`src/rtl/mem_port_arbiter.sv`:
```
// -----------------------------------------------------------------------------
// mem_port_arbiter
//   Shares one single-port unified memory between the core's instruction-fetch
//   port (IF) and its data-memory port (DM). One access is in flight at a time.
//   The arbiter issues the access, waits the fixed memory latency, and then
//   returns the response to whichever requester owns the access.
//
//   DM normally has priority. IF is protected from starvation: once
//   STARVE_LIMIT consecutive DM grants have been made while IF was waiting,
//   the next contested grant goes to IF.
//
// Ports
//   in_Clk, in_Rst_N           clock (rising edge), async active-low reset
//   in_if_req / in_if_addr     fetch request (held until out_if_gnt) and address
//   out_if_gnt                 fetch accepted this cycle (combinational)
//   out_if_rvalid/out_if_rdata fetch response pulse, 32-bit instruction word
//   in_dm_req/_wr/_addr/_wdata data request (held until out_dm_gnt)
//   out_dm_gnt                 data access accepted this cycle (combinational)
//   out_dm_rvalid/out_dm_rdata data response pulse (read data, 0 for writes)
//   out_mem_en/_wr_en/_addr/_wdata  memory strobe, write strobe, address, data
//   in_mem_rdata               memory read data, valid MEM_LATENCY cycles
//                              after the access strobe
// -----------------------------------------------------------------------------
module mem_port_arbiter #(
  parameter int DATA_WIDTH   = 64,
  parameter int ADDR_WIDTH   = 64,
  parameter int MEM_LATENCY  = 2,
  parameter int STARVE_LIMIT = 4
) (
  input  logic                  in_Clk,
  input  logic                  in_Rst_N,
  input  logic                  in_if_req,
  input  logic [ADDR_WIDTH-1:0] in_if_addr,
  output logic                  out_if_gnt,
  output logic                  out_if_rvalid,
  output logic [31:0]           out_if_rdata,
  input  logic                  in_dm_req,
  input  logic                  in_dm_wr,
  input  logic [ADDR_WIDTH-1:0] in_dm_addr,
  input  logic [DATA_WIDTH-1:0] in_dm_wdata,
  output logic                  out_dm_gnt,
  output logic                  out_dm_rvalid,
  output logic [DATA_WIDTH-1:0] out_dm_rdata,
  output logic                  out_mem_en,
  output logic                  out_mem_wr_en,
  output logic [ADDR_WIDTH-1:0] out_mem_addr,
  output logic [DATA_WIDTH-1:0] out_mem_wdata,
  input  logic [DATA_WIDTH-1:0] in_mem_rdata
);

  // Latency counter holds MEM_LATENCY-1 down to 0; keep at least one bit.
  localparam int CNT_W = (MEM_LATENCY > 1) ? $clog2(MEM_LATENCY) : 1;
  localparam int STV_W = $clog2(STARVE_LIMIT + 1);
  localparam logic [CNT_W-1:0] CNT_LOAD = CNT_W'(MEM_LATENCY - 1);
  localparam logic [STV_W-1:0] STV_MAX  = STV_W'(STARVE_LIMIT);

  typedef enum logic [0:0] {
    IDLE = 1'b0,
    BUSY = 1'b1
  } state_t;

  state_t           state_r, state_nxt_s;
  logic             owner_dm_r, owner_dm_nxt_s;   // 1 = DM owns the access
  logic             addr2_r, addr2_nxt_s;         // selects IF word half
  logic             wr_r, wr_nxt_s;
  logic [CNT_W-1:0] cnt_r, cnt_nxt_s;
  logic [STV_W-1:0] starve_r, starve_nxt_s;

  logic                  if_starved_s;
  logic                  dm_win_s;
  logic                  if_gnt_s, dm_gnt_s;
  logic                  mem_en_s, mem_wr_en_s;
  logic [ADDR_WIDTH-1:0] mem_addr_s;
  logic [DATA_WIDTH-1:0] mem_wdata_s;
  logic                  if_rvalid_s, dm_rvalid_s;
  logic [31:0]           if_rdata_s;
  logic [DATA_WIDTH-1:0] dm_rdata_s;

  // Arbitration decision: DM wins unless IF has been passed over too often.
  always_comb begin
    if_starved_s = (starve_r == STV_MAX);
    dm_win_s     = in_dm_req & ~(in_if_req & if_starved_s);
  end

  // Next-state logic, grants, memory strobes and response steering.
  always_comb begin
    state_nxt_s    = state_r;
    owner_dm_nxt_s = owner_dm_r;
    addr2_nxt_s    = addr2_r;
    wr_nxt_s       = wr_r;
    cnt_nxt_s      = cnt_r;
    if_gnt_s       = 1'b0;
    dm_gnt_s       = 1'b0;
    mem_en_s       = 1'b0;
    mem_wr_en_s    = 1'b0;
    mem_addr_s     = '0;
    mem_wdata_s    = '0;
    if_rvalid_s    = 1'b0;
    dm_rvalid_s    = 1'b0;
    if_rdata_s     = 32'h0000_0000;
    dm_rdata_s     = '0;
    case (state_r)
      IDLE: begin
        if (in_dm_req || in_if_req) begin
          mem_en_s    = 1'b1;
          cnt_nxt_s   = CNT_LOAD;
          state_nxt_s = BUSY;
          addr2_nxt_s = in_if_addr[2];
          wr_nxt_s    = in_dm_wr;
          if (dm_win_s) begin
            dm_gnt_s       = 1'b1;
            owner_dm_nxt_s = 1'b1;
            mem_addr_s     = in_dm_addr;
            mem_wr_en_s    = in_dm_wr;
            mem_wdata_s    = in_dm_wr ? in_dm_wdata : '0;
          end else begin
            if_gnt_s       = 1'b1;
            owner_dm_nxt_s = 1'b0;
            mem_addr_s     = in_if_addr;
          end
        end else begin
          state_nxt_s = IDLE;
        end
      end
      BUSY: begin
        if (cnt_r == '0) begin
          state_nxt_s = IDLE;
          if (owner_dm_r) begin
            dm_rvalid_s = 1'b1;
            dm_rdata_s  = wr_r ? '0 : in_mem_rdata;
          end else begin
            if_rvalid_s = 1'b1;
            if_rdata_s  = addr2_r ? in_mem_rdata[DATA_WIDTH-1 -: 32]
                                  : in_mem_rdata[31:0];
          end
        end else begin
          cnt_nxt_s = cnt_r - CNT_W'(1);
        end
      end
      default: begin
        state_nxt_s = IDLE;
      end
    endcase
  end

  // Starvation counter: counts DM grants that overtook a waiting IF request.
  always_comb begin
    if (!in_if_req) begin
      starve_nxt_s = '0;
    end else if (if_gnt_s) begin
      starve_nxt_s = '0;
    end else if (dm_gnt_s && !if_starved_s) begin
      starve_nxt_s = starve_r + STV_W'(1);
    end else begin
      starve_nxt_s = starve_r;
    end
  end

  // State and bookkeeping registers.
  always_ff @(posedge in_Clk or negedge in_Rst_N) begin
    if (!in_Rst_N) begin
      state_r    <= IDLE;
      owner_dm_r <= 1'b0;
      addr2_r    <= 1'b0;
      wr_r       <= 1'b0;
      cnt_r      <= '0;
      starve_r   <= '0;
    end else begin
      state_r    <= state_nxt_s;
      owner_dm_r <= owner_dm_nxt_s;
      addr2_r    <= addr2_nxt_s;
      wr_r       <= wr_nxt_s;
      cnt_r      <= cnt_nxt_s;
      starve_r   <= starve_nxt_s;
    end
  end

  // Grants and strobes depend on live request inputs, so they are gated by
  // reset directly to stay quiet while reset is asserted.
  always_comb begin
    if (in_Rst_N) begin
      out_if_gnt    = if_gnt_s;
      out_dm_gnt    = dm_gnt_s;
      out_mem_en    = mem_en_s;
      out_mem_wr_en = mem_wr_en_s;
      out_mem_addr  = mem_addr_s;
      out_mem_wdata = mem_wdata_s;
      out_if_rvalid = if_rvalid_s;
      out_if_rdata  = if_rdata_s;
      out_dm_rvalid = dm_rvalid_s;
      out_dm_rdata  = dm_rdata_s;
    end else begin
      out_if_gnt    = 1'b0;
      out_dm_gnt    = 1'b0;
      out_mem_en    = 1'b0;
      out_mem_wr_en = 1'b0;
      out_mem_addr  = '0;
      out_mem_wdata = '0;
      out_if_rvalid = 1'b0;
      out_if_rdata  = 32'h0000_0000;
      out_dm_rvalid = 1'b0;
      out_dm_rdata  = '0;
    end
  end

endmodule

```
`config.mk`:
```
export PLATFORM = sky130hd
export DESIGN_NAME = mem_port_arbiter
export DESIGN_NICKNAME = d
export VERILOG_FILES = /design/src/rtl/mem_port_arbiter.sv
export SDC_FILE = /design/constraint.sdc
export NUM_CORES = 1
export LEC_CHECK = 0
export ABC_AREA = 0
export CORE_AREA = 2 2 192 194
export CTS_CLUSTER_SIZE = 12
export DETAILED_ROUTE_END_ITERATION = 16
export DIE_AREA = 0 0 194 196
export SLEW_MARGIN = 20
export SYNTH_ARGS = -nofsm -noshare
export SYNTH_HDL_FRONTEND = slang
export SYNTH_SLANG_ARGS = --single-unit
```
`constraint.sdc`:
```
create_clock -name in_Clk -period 3.7 [get_ports in_Clk]
set_input_delay 0.74 -clock in_Clk [delete_from_list [all_inputs] [get_ports in_Clk]]
set_output_delay 0.74 -clock in_Clk [all_outputs]
set_load 0.01 [all_outputs]
```
* Yosys cells after proc, flatten, opt, wreduce, memory -nomap -nowiden
Index checks and enable logic that the tools add are counted.
Storage, ports and cells: logic and storage cells 69, input bits 261, bits in registers 8, output and inout bits 230
Operators by class: reduce and logical (&&, ||, !) cells 4, add/subtract/negate cells 2, equality and inequality tests 3, bitwise logic cells 4, muxes and demuxes 50
Operators with widths (count):
- $mux W64 | 14
- $mux W32 | 5
- $mux W1 | 26
- $mux W3 | 3
- $pmux W1 S2 | 2
- $add A3 B1 Y3 const B | 1
- $eq A3 B3 Y1 const B | 1
- $ne A3 B1 Y1 const B | 1
- $and A1 B1 Y1 | 2
- $ne A2 B2 Y1 const B | 1
- $not A1 Y1 | 2
- $reduce_and A2 Y1 | 1
- $logic_and A1 B1 Y1 | 1
- $logic_not A1 Y1 | 1
- $logic_or A1 B1 Y1 | 1
- $sub A1 B1 Y1 const B | 1

* Depth between registers and ports, before layout
Gate-level depths: netlist of run 1.
depth after elaboration 11, gate-level depth with buffers 7, gate-level depth less buffers 5

* Least setup slack after synthesis of run 1
No wires, ideal clock.
path kind input to output, start point in in_if_req, end point out out_mem_addr[53], required time 2.960 ns, cell stages on the path 6, setup slack 1.305 ns, buffers on the path 3, data arrival time 1.655 ns, cells stage by stage buf_2 nand3_1 buf_2 buf_2 nand3_1 a21oi_1
On the way: word-level cells in the longest chain between the ends 7, elaborated cells on any way between the ends 8, those cells by class 4 x mux; 3 x bitwise; 1 x reduce/logical
Ends and longest elaborated chain:
- start, declared | line 32 | input logic in_if_req,
- $and A1 B1 Y1 | line 82 | dm_win_s = in_dm_req & ~(in_if_req & if_starved_s);
- $not A1 Y1 | line 82
- $and A1 B1 Y1 | line 82
- $mux W64 | line 110 | if (dm_win_s) begin
- $mux W64 * | line 104 | if (in_dm_req || in_if_req) begin
- $mux W64 * | line 102 | case (state_r)
- $mux W64 * | line 181 | if (in_Rst_N) begin
- end, declared | line 46 | output logic [ADDR_WIDTH-1:0] out_mem_addr,
Mark *: on every way between the ends. The rest lies on a longest branch, timed or not.

* Worst setup path after layout of run 1
start point in in_Rst_N, end point out out_mem_wdata[53]
On the way: word-level cells in the longest chain between the ends 1
Ends and longest elaborated chain:
- start, declared | line 31 | input logic in_Rst_N,
- $mux W64 | line 181
- end, declared | line 47 | output logic [DATA_WIDTH-1:0] out_mem_wdata,
No other way between the ends.

==> metrics.txt, run 1 <==
peak supply drop 0.151 mV; final worst slack around 0.25 ns; DRT iter0 DRCs ~240; Synth Register Bits 8; cell family with most CP delay buffers and inverters; area of the core ~36,000 um2; CTS tree built; setup slack at placement 0.219 ns; first-pass GRT wire length ~37,000 um; post-layout util 23.4%; met3 WL post-DR approximately 1700 um; Die W around 190 um; DR WL/cell between 15 and 20 um; P per Cell Area 243 nW/um2; gr usage total between 10 and 15%; Final Hold Violating Endpoints 0; syn nets 750; Pins Over Slew Limit 0; Worst slew margin around three fifths; Clock Tree Root clkbuf_16; IO Count ~500; DP HPWL ~22,000 um; initial antenna violation count 6; Achievable Freq around 290 MHz; commonest non-fill, non-tap cells in the layout clkdlybuf4s50_1, and2_1, nand3_1; cell count after synthesis about 500; CP Capture Type primary output; drt pass-1 iters 4; crit path time final roughly 3.4 ns; Worst Path Arrival about 2.7 ns; post-route ant nets 0; H-tree depth 1; CP Class in2out; # port buffers 490; setup tns final 0 ns; post-CTS setup buffer count 0; vias per cell 3.76; FP Rows 70; final WL between 20,000 and 30,000 um; Least-Margin Pin Slew roughly 0.61 ns; MaxCap Viol Count 0; Total Power Consumption 0.00205 W; r2r setup slk approximately 1.8 ns; M1 WL roughly 11,000 um; Mapped Area approximately 3000 um2; sequential area share after synthesis 6.78%; synth-to-layout area growth 185%; share of layout cells above drive strength 1 under 10%; worst-path fanout max 65; metal2 WL between 10,000 and 15,000 um; die area roughly 38,000 um2; Worst path max stage delay between 0.5 and 0.6 ns; status complete, no violations; # DRC 0; HP Class reg2reg; CTS sink count 8; leak pwr 3.05 nW; clk_skew approximately 0.0019 ns; Clock Pin Slew Worst Setup and Hold Paths about 0.04 ns; Die H roughly 200 um; RSZ-0062 raised after global routing no; largest net degree at the start of global routing between 70 and 80; worst skew pair latency ~0.23 ns; vias between 5,000 and 6,000; Setup violations, final 0; CP max stage cell clkdlybuf4s50_1; commonest non-fill, non-tap cell in the layout clkdlybuf4s50_1; highest routing layer actually used met5; Min Hold Slack 0.583 ns; Buf/Inv on CP 4; most frequent CP cell clkdlybuf4s50_1; cells along the critical path clkdlybuf4s50_1 > buf_4 > and4_2 > buf_12 > and2_1 > clkdlybuf4s50_1; nets between 1,000 and 1,500; fin crit share 93.2%; post_cts resized 0; GRT overflow 0; Yosys warnings 0; Hold Buf Count CTS 0; worst endpoint required time between 2 and 3 ns; gpl congestion between 0.8 and 0.9; cts bufs inserted 3; Syn Area/Cell just over 6 um2; vias in the first global route about 5,400; Clock Path Buffers 2; library cells used by synthesis 30; CP startpoint kind input port; Initial Util 8.18%
==> path summary, 6_finish.rpt <==
check                                          endpoint  cells past startpoint               startpoint
min in group asynchronous             cnt_r$_DFFE_PN0P_                      2                 in_Rst_N
worst max-delay path                  out_mem_wdata[53]                      6                 in_Rst_N
worst max register to register   owner_dm_r$_DFFE_PN0P_                      6  starve_r[0]$_DFFE_PN0P_
worst min register to register  starve_r[0]$_DFFE_PN0P_                      2  starve_r[0]$_DFFE_PN0P_
max in group asynchronous           addr2_r$_DFFE_PN0P_                      2                 in_Rst_N
worst min-delay path            starve_r[0]$_DFFE_PN0P_                      2  starve_r[0]$_DFFE_PN0P_
==> cell usage after synthesis <==
| cell | number | area share, % |
|---|---|---|
| nand2b_1 | 1 | 0.21 |
| buf_2 | 23 | 3.9 |
| a21bo_2 | 1 | 0.34 |
| buf_1 | 7 | 0.89 |
| buf_4 | 1 | 0.25 |
| and4_1 | 1 | 0.30 |
| nand2_1 | 4 | 0.51 |
| a21boi_0 | 3 | 0.76 |
| or3b_1 | 1 | 0.30 |
| nor4b_4 | 1 | 0.80 |
| ha_1 | 2 | 0.85 |
| nor3b_1 | 2 | 0.51 |
| nand3_1 | 129 | 22 |
| mux2_2 | 2 | 0.76 |
| or3_1 | 2 | 0.42 |
| nor3_1 | 1 | 0.17 |
| clkbuf_1 | 16 | 2.0 |
| nor2_1 | 36 | 4.6 |
| o22a_1 | 1 | 0.30 |
| clkbuf_2 | 6 | 1.0 |
| o21ai_0 | 1 | 0.17 |
| nand3b_1 | 1 | 0.25 |
| and2b_1 | 1 | 0.25 |
| inv_1 | 4 | 0.51 |
| and3_1 | 1 | 0.21 |
| dfrtp_1 | 8 | 6.8 |
| mux2i_1 | 32 | 11 |
| and2_1 | 128 | 27 |
| a21oi_1 | 66 | 11 |
| buf_6 | 5 | 1.9 |
==> sequential cells by signal, indices dropped and copies added, names as in the netlist <==
register,count
addr2_r,1
cnt_r,1
owner_dm_r,1
starve_r,3
state_r,1
wr_r,1
==> logic make-up (layout without fill, tap and decap cells) <==
| group | count (synthesis) | after routing | share of synthesized area [%] |
|---|---|---|---|
| buffers and inverters | 62 | 514 | 10.5 |
| AO/OA/AOI/OAI | 72 | 72 | 12.8 |
| flip-flops | 8 | 8 | 6.78 |
| multiplexers | 34 | 34 | 11.6 |
| other | 0 | 3 | 0 |
| adder cells (fa/ha/maj) | 2 | 2 | 0.847 |
| AND/OR/NAND/NOR | 309 | 309 | 57.5 |
==> report_power, final <==
part,switching (W),total (W),leakage (nW),internal [W]
combinational,0.000742,0.00167,2.91,0.000930
clock,0.0000432,0.000187,0.0382,0.000144
sequential,0.0000709,0.000190,0.0982,0.000120
==> cell type report <==
class	instances	area, um2
inverters	4	15.0
diodes	3	7.51
multi-input cells	417	2450
repair buffers	506	5090
flip-flops and latches	8	201
well taps	468	586
clock buffers	4	78.8
fillers	3996	27700
==> routing by layer <==
metal | up-vias | track usage [%]
met1 | 2413 | 15.8
met2 | 300 | 22.7
met5 | - | 0
met3 | 20 | 2.89
li1 | 2565 | -
met4 | 6 | 3.00
==> metrics by stage <==
stage | std cells | area (um2)
2_1_floorplan | 487 | 2950
3_3_place_gp | 1403 | 8340
3_5_place_dp | 1403 | 8340
4_1_cts | 1407 | 8420
5_1_grt | 1409 | 8430
6_report | 1410 | 8430
==> worst min-delay path, delay by kind of cell (launching register included) <==
| family | cells | cell delay, ns |
|---|---|---|
| flip-flops | 1 | 0.40 |
| AND/OR/NAND/NOR | 1 | 0.06 |
| AO/OA/AOI/OAI | 1 | 0.07 |
Power figures use the tool's default switching activity.
==> run 2: changes to the inputs <==
Settings changed: CORE_AREA 2 2 192 194 to 2 2 189 191, DIE_AREA 0 0 194 196 to 0 0 191 193, SKIP_LAST_GASP set to 1.
Clock period 3.7 ns to 3.65 ns, I/O delays scaled along.
==> run 2 against run 1 <==
  * Clock power hardly changed
  * Clock-buffer cell count unchanged
  * First-iteration DRC count fell by 23%
  * Global-route usage decreased by 1.6 points
  * Largest power group unchanged
==> metrics.txt, run 2 (synthesis results as in run 1) <==
Worst Path Arrival 2.74 ns; gr usage total between 10% and 20%; CP Class in2out; # DRC 0; r2r worst-path depth 6; CP max stage cell clkdlybuf4s50_1; Achievable Freq 288 MHz; Pins Over Slew Limit 0; largest register by flop count starve_r; Clock Pin Slew Worst Setup and Hold Paths 0.04 ns; CTS sink count 8; IO Count around 490; Worst path max stage delay about 0.55 ns; drt pass-1 iters 4; H-tree depth 1; DRT iter0 DRCs 189; setup tns final 0 ns; share of layout cells above drive strength 1 under 10%; r2r setup slk approximately 2.0 ns; nets around 1,200; FP Rows just under 70; synth-to-layout area growth 186%; commonest non-fill, non-tap cells in the layout clkdlybuf4s50_1, and2_1, nand3_1; cts bufs inserted 3; CP Capture Point out_dm_rdata[52]; max reg flops 3; final WL approximately 23,000 um; fin crit share a little over nine tenths; Initial Util under 10%; die area 36,900 um2; Worst Setup SP in_Rst_N; Final Hold Violating Endpoints 0; Buf/Inv on CP 4; crit path time final 3.47 ns; leak pwr roughly 3.1 nW; CP startpoint kind input port; cells along the critical path clkdlybuf4s50_1 > nand2_1 > buf_4 > nor4b_4 > buf_12 > and2_1 > clkdlybuf4s50_1; post-CTS setup buffer count 0; vias in the first global route between 5,000 and 6,000; post-route ant nets 0; capture point of the worst reg-to-reg path starve_r[1]$_DFFE_PN0P_; Worst Hold Launch wr_r$_DFFE_PN0P_; M1 GR Usage between 10% and 20%; DP HPWL between 15,000 and 20,000 um; largest net degree at the start of global routing 71; Die W roughly 190 um; gpl congestion 0.826; met2 Track Usage GR a little over a fifth; Least-Margin Pin Slew roughly 0.55 ns; CP Capture Type primary output; Hold Buf Count CTS 0; most frequent CP cell clkdlybuf4s50_1; most used routing layer in global routing met2; vias per cell around 3.7; FILL cells about 3,800; met3 usage about 2.5%; P per Cell Area about 240 nW/um2; area of the multi-input gates between 2000 and 2500 um2; DR WL/cell between 15 and 20 um; Setup violations, final 0; first-pass GRT wire length about 32,000 um; worst-path fanout max 64; status complete, no violations; RSZ-0062 raised after global routing no; cell depth of the worst setup path 7; initial antenna violation count 3; # port buffers 490; post_cts resized 0; peak supply drop 0.157 mV; Clock Tree Root clkbuf_16; Clock Path Buffers 2; commonest non-fill, non-tap cell in the layout clkdlybuf4s50_1; GRT overflow 0; clk_skew ~0.0030 ns; worst skew pair latency roughly 0.23 ns; Register Area between 200 and 250 um2; post-layout util 24.2%; Worst slew margin a little over three fifths; reg2reg start starve_r[0]$_DFFE_PN0P_; cell family with most CP delay buffers and inverters; area of the core approximately 35,000 um2; worst endpoint required time about 3 ns; vias approximately 5,200; CTS tree built; HP Class reg2reg; MaxCap Viol Count 0; Die H between 150 and 200 um
run 2: power breakdown:
group          switching (W)  internal (W)
registers          0.0000951      0.000121
logic               0.000681      0.000955
clock network      0.0000429      0.000146
run 2: final cells by class:
| cell class | count | share of cell area [%] |
|---|---|---|
| Tap cell | 461 | 6.82 |
| Timing Repair Buffer | 508 | 60.7 |
| Antenna cell | 2 | 0.0592 |
| Sequential cell | 8 | 2.38 |
| Clock buffer | 4 | 0.932 |
| Multi-Input combinational cell | 417 | 29.0 |
| Inverter | 4 | 0.178 |
run 2: how the worst min path moves through the flow:
stage / end / cells after the start
floorplan: addr2_r$_DFFE_PN0P_ / 0
global placement: wr_r$_DFFE_PN0P_ / 1
detailed placement: starve_r[1]$_DFFE_PN0P_ / 2
CTS: starve_r[1]$_DFFE_PN0P_ / 2
global route: starve_r[1]$_DFFE_PN0P_ / 2
finish: wr_r$_DFFE_PN0P_ / 1
run 2: per-layer routing:
metal  share of wire, %  up-vias  routed length [um]
li1                   -     2568                   -
met3                8.5       10                1980
met1                 39     2376                8990
met2                 52      272               12000
met4                1.1        2                 246
met5              0.030        -                   7
run 2: metrics by stage:
stage / power [W] / cells / worst slack [ns] / instance area, um2 / hold slack [ns]
2_1_floorplan: 0.000884 / 487 / 1.27 / 2950 / 0.434
3_3_place_gp: 0.00186 / 1398 / 0.159 / 8370 / 0.558
3_5_place_dp: 0.00187 / 1398 / 0.140 / 8370 / 0.567
4_1_cts: 0.00207 / 1402 / 0.140 / 8450 / 0.572
5_1_grt: 0.00218 / 1404 / 0.00618 / 8460 / 0.594
6_report: 0.00204 / 1404 / 0.179 / 8460 / 0.569
